==> src/rtl/sha3_block_padder.sv <==
// Packs 32-bit message words into one SHA-3 rate block and applies the
// 0x06 domain byte plus the final 0x80 pad bit; holds the block until f_ack.
module sha3_block_padder #(
   parameter int RATE_WORDS = 18
) (
   input  logic                       clk,
   input  logic                       reset,
   input  logic [31:0]                in,
   input  logic                       in_ready,
   input  logic                       is_last,
   input  logic [1:0]                 byte_num,
   output logic                       buffer_full,
   output logic [32*RATE_WORDS-1:0]   out,
   output logic                       out_ready,
   input  logic                       f_ack
);

   localparam int CW = $clog2(RATE_WORDS + 1);
   localparam logic [CW-1:0] LAST_SLOT = CW'(RATE_WORDS - 1);
   localparam logic [CW-1:0] FULL_CNT  = CW'(RATE_WORDS);

   logic [32*RATE_WORDS-1:0] blk;
   logic [CW-1:0]            cnt;
   logic                     pad;
   logic                     done;
   logic                     accept;
   logic                     last_slot;
   logic [31:0]              last_word;
   logic [31:0]              acc_word;
   logic [31:0]              pad_word;

   assign buffer_full = (cnt == FULL_CNT);
   assign out_ready   = buffer_full;
   assign out         = blk;
   assign last_slot   = (cnt == LAST_SLOT);
   assign accept      = in_ready & ~buffer_full & ~pad & ~done;

   always_comb begin
      last_word = 32'h0600_0000;
      case (byte_num)
         2'd0: last_word = 32'h0600_0000;
         2'd1: last_word = {in[31:24], 24'h06_0000};
         2'd2: last_word = {in[31:16], 16'h0600};
         2'd3: last_word = {in[31:8],  8'h06};
         default: last_word = 32'h0600_0000;
      endcase
      acc_word = is_last ? last_word : in;
      // Ending in the final slot merges the pad bit into the same word (0x06|0x80).
      if (is_last && last_slot)
         acc_word = acc_word | 32'h0000_0080;
      pad_word = last_slot ? 32'h0000_0080 : '0;
   end

   always_ff @(posedge clk) begin
      if (reset) begin
         blk  <= '0;
         cnt  <= '0;
         pad  <= 1'b0;
         done <= 1'b0;
      end else if (f_ack && buffer_full) begin
         blk <= '0;
         cnt <= '0;
      end else if (accept) begin
         blk <= {blk[32*RATE_WORDS-33:0], acc_word};
         cnt <= cnt + CW'(1);
         if (is_last) begin
            if (last_slot)
               done <= 1'b1;
            else
               pad <= 1'b1;
         end
      end else if (pad && !buffer_full) begin
         blk <= {blk[32*RATE_WORDS-33:0], pad_word};
         cnt <= cnt + CW'(1);
         if (last_slot) begin
            pad  <= 1'b0;
            done <= 1'b1;
         end
      end
   end

endmodule
==> config.mk <==
export PLATFORM = sky130hd
export DESIGN_NAME = sha3_block_padder
export DESIGN_NICKNAME = d
export VERILOG_FILES = /design/src/rtl/sha3_block_padder.sv
export SDC_FILE = /design/constraint.sdc
export NUM_CORES = 1
export LEC_CHECK = 0
export CORE_AREA = 2 2 243 245
export DETAILED_ROUTE_END_ITERATION = 10
export DIE_AREA = 0 0 245 247
export PLACE_DENSITY = 0.72
export SYNTH_ARGS = -nofsm -noshare
export SYNTH_HDL_FRONTEND = slang
export SYNTH_SLANG_ARGS = --single-unit
==> constraint.sdc <==
create_clock -name clk -period 1.75 [get_ports clk]
set_clock_uncertainty 0.1 [all_clocks]
set_input_delay 0.175 -clock clk [delete_from_list [all_inputs] [get_ports clk]]
set_output_delay 0.175 -clock clk [all_outputs]
set_load 0.05 [all_outputs]
==> results of run 1 <==
## state kept, by name, summed over array words and instances (netlist names)
| name | flops |
|---|---|
| out | 576 |
| cnt | 5 |
| pad | 1 |
| done | 1 |
## synth_stat cells
cell / instances / area [µm²]
sky130_fd_sc_hd__buf_6: 6 / 67.6
sky130_fd_sc_hd__and4bb_1: 1 / 12.5
sky130_fd_sc_hd__o21ai_0: 9 / 45.0
sky130_fd_sc_hd__a21o_1: 2 / 15.0
sky130_fd_sc_hd__a221oi_1: 1 / 8.76
sky130_fd_sc_hd__buf_2: 107 / 536
sky130_fd_sc_hd__or3b_1: 1 / 8.76
sky130_fd_sc_hd__nand3_1: 2 / 10.0
sky130_fd_sc_hd__nor4b_1: 1 / 8.76
sky130_fd_sc_hd__a211oi_1: 2 / 15.0
sky130_fd_sc_hd__ha_1: 3 / 37.5
sky130_fd_sc_hd__inv_1: 4 / 15.0
sky130_fd_sc_hd__nor3_2: 2 / 20.0
sky130_fd_sc_hd__xnor2_1: 2 / 17.5
sky130_fd_sc_hd__a22oi_1: 23 / 173
sky130_fd_sc_hd__nor2b_1: 2 / 12.5
sky130_fd_sc_hd__nor2_1: 31 / 116
sky130_fd_sc_hd__nor4_4: 1 / 21.3
sky130_fd_sc_hd__nor3_1: 2 / 10.0
sky130_fd_sc_hd__buf_1: 1 / 3.75
sky130_fd_sc_hd__nor3b_1: 1 / 7.51
sky130_fd_sc_hd__buf_4: 35 / 263
sky130_fd_sc_hd__a21oi_4: 1 / 16.3
sky130_fd_sc_hd__and3b_1: 1 / 8.76
sky130_fd_sc_hd__clkbuf_1: 42 / 158
sky130_fd_sc_hd__or3_1: 1 / 6.26
sky130_fd_sc_hd__xor2_1: 1 / 8.76
sky130_fd_sc_hd__a21oi_1: 554 / 2770
sky130_fd_sc_hd__nand2_1: 1096 / 4110
sky130_fd_sc_hd__o211a_1: 1 / 10.0
sky130_fd_sc_hd__dfxtp_1: 583 / 11700
sky130_fd_sc_hd__nand2b_1: 1 / 6.26
sky130_fd_sc_hd__a211o_1: 1 / 8.76
## worst max path at each step
stage	from	endpoint	slack [ns]	cells past startpoint
floorplan	cnt[0]$_SDFFE_PP0P_	out[32]$_SDFFE_PP0P_	-0.1	10
global placement	in_ready	out[8]$_SDFFE_PP0P_	-0.32	6
detailed placement	in_ready	out[13]$_SDFFE_PP0P_	-0.33	6
CTS	cnt[0]$_SDFFE_PP0P_	buffer_full	-0.21	5
global route	cnt[0]$_SDFFE_PP0P_	out[338]$_SDFFE_PP0P_	-0.34	9
finish	cnt[0]$_SDFFE_PP0P_	out[338]$_SDFFE_PP0P_	-0.25	9
## through the flow
step / util / hold slack (ns)
CTS: 0.492 / 0.0530
global placement: 0.453 / 0.338
floorplan: - / 0.147
detailed placement: 0.453 / 0.342
global route: 0.495 / 0.0867
finish: 0.495 / 0.0995
## layout make-up
type / count / area share
tap: 773 / 0.0336
inverter: 4 / 0.000521
clock buffer: 87 / 0.0602
sequential: 583 / 0.405
clock inverter: 21 / 0.00847
timing repair buffer: 757 / 0.227
multi-input combinational: 1743 / 0.265
## power breakdown
part / internal (mW) / switching (mW)
Sequential: 13.4 / 0.0941
Combinational: 0.769 / 1.42
Clock: 7.57 / 5.37
## routing by layer
metal / GRT usage / share of wire / wire length (µm)
met1: 0.272 / 0.40 / 29700
met2: 0.391 / 0.48 / 35700
met3: 0.0664 / 0.082 / 6080
met4: 0.106 / 0.042 / 3170
met5: 0 / 0 / 0
## worst reg2reg max path, stage by stage (launching register included)
cell	delay, ns
sky130_fd_sc_hd__dfxtp_2	0.32
sky130_fd_sc_hd__inv_2	0.06
sky130_fd_sc_hd__ha_4	0.12
sky130_fd_sc_hd__and4bb_4	0.28
sky130_fd_sc_hd__buf_4	0.12
sky130_fd_sc_hd__a21o_4	0.19
sky130_fd_sc_hd__buf_12	0.21
sky130_fd_sc_hd__buf_16	0.25
sky130_fd_sc_hd__nand2_1	0.14
sky130_fd_sc_hd__a21oi_2	0.14
## logic make-up after synthesis
logic type	synth area share
and+or+nand+nor	0.216
adders and majority gates	0.00186
AOI/OAI and AO/OA	0.152
DFF	0.578
xor gates and xnor gates	0.00130
buffers and inverters	0.0516
## timing repair
item                       CTS  global route
pin swaps                    9             2
resized for setup           73            24
setup buffers                5             1
cloned                       4             1
setup endpoints to repair  595           586
==> flow_metrics.py, run 1 <==
metrics = {
    "worst_setup_path": {
        "worstPathRequired_ns": 2.19,
        "timing.critical_path.from_type": "register",
        "worst-setup-path-type": "reg2reg",
        "crit_fanout": 42,
        "arrival_time_worst_endpoint_ns": 2.45,
        "r2r-start": "cnt[0]$_SDFFE_PP0P_",
        "worst_path_largest_cell_delay_ns": 0.32,
        "r2r_cells": 9,
        "crit_slowest_cell": "sky130_fd_sc_hd__dfxtp_2",
        "worst_path_dominant_cell_family": "buffers and inverters",
        "cp_num_buf_inv": 4,
        "crit_chain": "inv_2 > ha_4 > and4bb_4 > buf_4 > a21o_4 > buf_12 > buf_16 > nand2_1 > a21oi_2",
        "setup.worst_path.end_class": "register",
        "worst-r2r-setup-slack_ns": -0.25,
        "regToRegEndpoint": "out[338]$_SDFFE_PP0P_",
    },
    "clocking": {
        "cts_max_path_buffers": 3,
        "cts_buffers": 60,
        "clkSinkCount": 583,
        "htreeDepth": 2,
        "clk-insertion-delay-late_ns": 0.61,
        "path_clk_slew_ns": 0.06,
        "ctsRootBufferMaster": "sky130_fd_sc_hd__clkbuf_16",
        "tritoncts_clock_tree": "yes",
        "holdBufCountCts": 0,
    },
    "sta": {
        "final_hold_viol_count": 0,
        "final_period_minus_worst_setup_slack_ns": 2.00,
        "finalCritPeriodShare": 1.14,
        "max_slew.worst_pin.slew_ns": 0.482,
        "finalSetupViolCount": 581,
        "rsz0062_at_grt": "true",
        "finalWorstSetupSlack_ns": -0.252,
        "timing_max_transition_violations_final": 0,
        "timing.slew.headroom": 0.680,
        "setup-tns-final_ns": -86.96,
        "maxClockFrequency_mhz": 499,
    },
    "final_layout": {
        "multiInputGateArea_mm2": 0.00764,
        "fillerInstances": 5591,
        "layout-drive-gt1-share": 0.265,
        "diode_count": 0,
        "layout.cells.most_common": "sky130_fd_sc_hd__nand2_1",
        "final_cell_area_mm2": 0.0288,
        "regArea_mm2": 0.0117,
        "layout_common_cells": "sky130_fd_sc_hd__nand2_1 (1,093), sky130_fd_sc_hd__buf_4 (645), sky130_fd_sc_hd__dfxtp_1 (581), sky130_fd_sc_hd__a21oi_1 (533), sky130_fd_sc_hd__clkbuf_16 (62)",
        "synthToLayoutAreaGrowth_pct": 42.5,
        "finish.cell_count_without_fillers": 3968,
        "final_net_count": 3191,
    },
    "outcome": {
        "failed_checks": "negative setup slack",
        "status": "finished with violations",
    },
    "detailed_routing": {
        "drt_iter0_drc": 1200,
        "antenna_left": 0,
        "drcViolationCount": 0,
        "routed_wl_um": 74600,
        "routed_via_count": 19500,
        "route.detailed.wl_per_inst_um": 18.8,
        "drtPass1Iterations": 5,
        "via_per_inst": 4.92,
    },
    "flow_run": {
        "cap_violations": 0,
    },
    "worst_hold_path": {
        "hold_depth": 3,
        "worstHoldEndpoint": "out[4]$_SDFFE_PP0P_",
        "holdCritStartpoint": "in[4]",
        "worst_hold_path_type": "in2reg",
    },
    "yosys": {
        "synthesis.area_per_instance_um2": 8.01,
        "post_synthesis_instance_area_mm2": 0.0202,
        "yosysSeqAreaShare": 0.578,
        "synth-seq-cells": 583,
        "post_synth_inst_count": 2521,
        "synth_fp_nets": 2563,
        "ys.warnings.count": 0,
        "yosysUniqueCellTypes": 33,
    },
    "placed_design": {
        "count_of_input_and_output_buffers": 616,
        "postPlaceCellArea_mm2": 0.0264,
        "gpl.final_weighted_congestion": 0.909,
        "hpwlAfterDp_um": 55500,
        "dp_cells": 3849,
        "pre_cts_slack_ns": -0.334,
    },
    "grt": {
        "total_congestion_overflow_after_global_routing": 0,
        "grt_first_pass_wirelength_um": 109000,
        "grt_antenna_before_repair": 0,
        "track_usage": 0.231,
        "grt_start_max_net_pins": 45,
        "via_count_of_the_first_global_routing_pass": 18100,
    },
    "floorplanning": {
        "floorplan.die.width_um": 245,
        "std_cell_rows": 89,
        "floorplan.die_area_mm2": 0.0605,
        "core_region_area_mm2": 0.0582,
        "chip_height_um": 247,
        "initial_core_util": 0.347,
        "top_level_ports": 617,
    },
    "power_and_ir_drop": {
        "leakagePower_nw": 11.2,
        "irDropWorstVdd_mv": 0.792,
        "power.total_mw": 28.6,
        "cellPowerDensity_mw_per_mm2": 993,
    },
}
No activity file was read; power rests on OpenSTA's default activity.
==> inputs of run 2 (changes only) <==
--- a/config.mk
+++ b/config.mk
@@ -5,9 +5,9 @@
 export SDC_FILE = /design/constraint.sdc
 export NUM_CORES = 1
 export LEC_CHECK = 0
-export CORE_AREA = 2 2 243 245
+export CORE_AREA = 2 2 237 239
 export DETAILED_ROUTE_END_ITERATION = 10
-export DIE_AREA = 0 0 245 247
+export DIE_AREA = 0 0 239 241
 export PLACE_DENSITY = 0.72
 export SYNTH_ARGS = -nofsm -noshare
 export SYNTH_HDL_FRONTEND = slang
==> constraint.sdc (replaced) <==
create_clock -name clk -period 2.3 [get_ports clk]
set_clock_uncertainty 0.1 [all_clocks]
set_input_delay 0.23 -clock clk [delete_from_list [all_inputs] [get_ports clk]]
set_output_delay 0.23 -clock clk [all_outputs]
set_load 0.05 [all_outputs]
==> flow_metrics.py, run 2 (same netlist as run 1, synthesis figures left out) <==
metrics = {
    "clocking": {
        "clkSinkCount": 583,
        "cts_max_path_buffers": 3,
        "tritoncts_clock_tree": "yes",
        "htreeDepth": 2,
        "holdBufCountCts": 0,
        "clk-insertion-delay-late_ns": 0.60,
        "ctsRootBufferMaster": "sky130_fd_sc_hd__clkbuf_16",
        "path_clk_slew_ns": 0.07,
        "cts_setup_buffers": 0,
        "post_cts_resized": 9,
        "cts_buffers": 60,
    },
    "detailed_routing": {
        "antenna_left": 0,
        "routed_wl_um": 73900,
        "drtPass1Iterations": 5,
        "routed_via_count": 19200,
        "drt_iter0_drc": 1258,
        "route.detailed.wl_per_inst_um": 19.2,
        "via_per_inst": 4.99,
        "drcViolationCount": 0,
    },
    "worst_setup_path": {
        "worst-setup-path-type": "reg2out",
        "worstPathRequired_ns": 1.97,
        "crit_fanout": 3,
        "setup.worst_path.end_class": "output port",
        "crit_chain": "clkdlybuf4s50_1",
        "timing.critical_path.from_type": "register",
        "arrival_time_worst_endpoint_ns": 1.94,
        "cp_num_buf_inv": 1,
        "worst_path_dominant_cell_family": "buffers and inverters",
        "worst_path_largest_cell_delay_ns": 0.86,
        "crit_slowest_cell": "sky130_fd_sc_hd__clkdlybuf4s50_1",
    },
    "final_layout": {
        "layout-drive-gt1-share": 0.0660,
        "fillerInstances": 5040,
        "final_net_count": 3142,
        "synthToLayoutAreaGrowth_pct": 46.6,
        "layout_common_cells": "sky130_fd_sc_hd__nand2_1 (1,096), sky130_fd_sc_hd__clkdlybuf4s50_1 (595), sky130_fd_sc_hd__dfxtp_1 (583), sky130_fd_sc_hd__a21oi_1 (554), sky130_fd_sc_hd__clkbuf_16 (61)",
        "diode_count": 0,
        "final_cell_area_mm2": 0.0296,
        "layout.cells.most_common": "sky130_fd_sc_hd__nand2_1",
        "largest_reg_flops": 576,
        "layout.core_utilization": 0.540,
        "multiInputGateArea_mm2": 0.00751,
        "regArea_mm2": 0.0117,
    },
    "floorplanning": {
        "core_region_area_mm2": 0.0549,
        "floorplan.die.width_um": 239,
        "floorplan.die_area_mm2": 0.0576,
        "std_cell_rows": 86,
        "initial_core_util": 0.368,
        "top_level_ports": 617,
        "chip_height_um": 241,
    },
    "placed_design": {
        "postPlaceCellArea_mm2": 0.0274,
        "hpwlAfterDp_um": 54200,
        "count_of_input_and_output_buffers": 616,
        "gpl.final_weighted_congestion": 0.874,
    },
    "flow_run": {
        "cap_violations": 0,
    },
    "grt": {
        "via_count_of_the_first_global_routing_pass": 18000,
        "total_congestion_overflow_after_global_routing": 0,
        "grt_antenna_before_repair": 0,
        "grt_start_max_net_pins": 56,
        "track_usage": 0.244,
        "grt_first_pass_wirelength_um": 109000,
    },
    "power_and_ir_drop": {
        "cellPowerDensity_mw_per_mm2": 752,
        "power_switching_share": 0.237,
        "leakagePower_nw": 9.97,
        "clock_power_share": 0.472,
        "netSwitchingPower_mw": 5.27,
        "power_frac_comb": 0.069,
        "power.total_mw": 22.3,
        "pwr-share-seq": 0.459,
        "internal_power_mw": 17.0,
        "irDropWorstVdd_mv": 0.562,
    },
    "sta": {
        "maxClockFrequency_mhz": 441,
        "finalCritPeriodShare": 0.987,
        "rsz0062_at_grt": "true",
        "timing_max_transition_violations_final": 0,
        "final_hold_viol_count": 0,
        "timing.slew.headroom": 0.546,
        "finalSetupViolCount": 0,
        "max_slew.worst_pin.slew_ns": 0.679,
        "final_period_minus_worst_setup_slack_ns": 2.27,
    },
    "worst_hold_path": {
        "worst_hold_path_type": "in2reg",
    },
    "outcome": {
        "status": "completed",
    },
}
-- run 2: layer usage --
metal,vias up,part of all wire,global-route usage
met5,-,0,0
met4,0,0.033,0.0900
met3,129,0.090,0.0733
met2,744,0.49,0.417
met1,9057,0.39,0.290
li1,9311,-,-
-- run 2: final timing paths --
kind,from,end,slack (ns),cells after the start
setup / recovery,out[488]$_SDFFE_PP0P_,out[488],0.03,1
hold / removal,in[8],out[8]$_SDFFE_PP0P_,0.15,3
setup reg to reg,cnt[0]$_SDFFE_PP0P_,out[393]$_SDFFE_PP0P_,0.12,9
hold reg to reg,out[563]$_SDFFE_PP0P_,out[563]$_SDFFE_PP0P_,0.35,2
-- run 2: final cells by class --
class | instances | area share
Multi-Input combinational cell | 1743 | 0.253
Clock buffer | 82 | 0.0593
Timing Repair Buffer | 708 | 0.249
Clock inverter | 30 | 0.0136
Inverter | 4 | 0.000507
Tap cell | 704 | 0.0297
Sequential cell | 583 | 0.394
-- run 2: power by group through the flow --
stage | Sequential, mW | Combinational [mW] | Clock, mW
after floorplan | 10.7 | 0.742 | 0
after global placement | 10.5 | 1.53 | 0
after detailed placement | 10.5 | 1.52 | 0
after CTS | 10.2 | 1.53 | 10.6
after global routing | 10.2 | 1.63 | 11.0
final | 10.2 | 1.53 | 10.5
-- run 2: metrics by stage --
stage | hold slack [ns] | instances | setup TNS, ns | worst slack (ns)
after floorplan | 0.202 | 2521 | 0 | 0.323
after global routing | 0.143 | 3854 | -0.00599 | -0.00575
after CTS | 0.113 | 3854 | 0 | 0.00118
final | 0.150 | 3854 | 0 | 0.0299
after global placement | 0.341 | 3742 | 0 | 0.168
after detailed placement | 0.346 | 3742 | 0 | 0.110
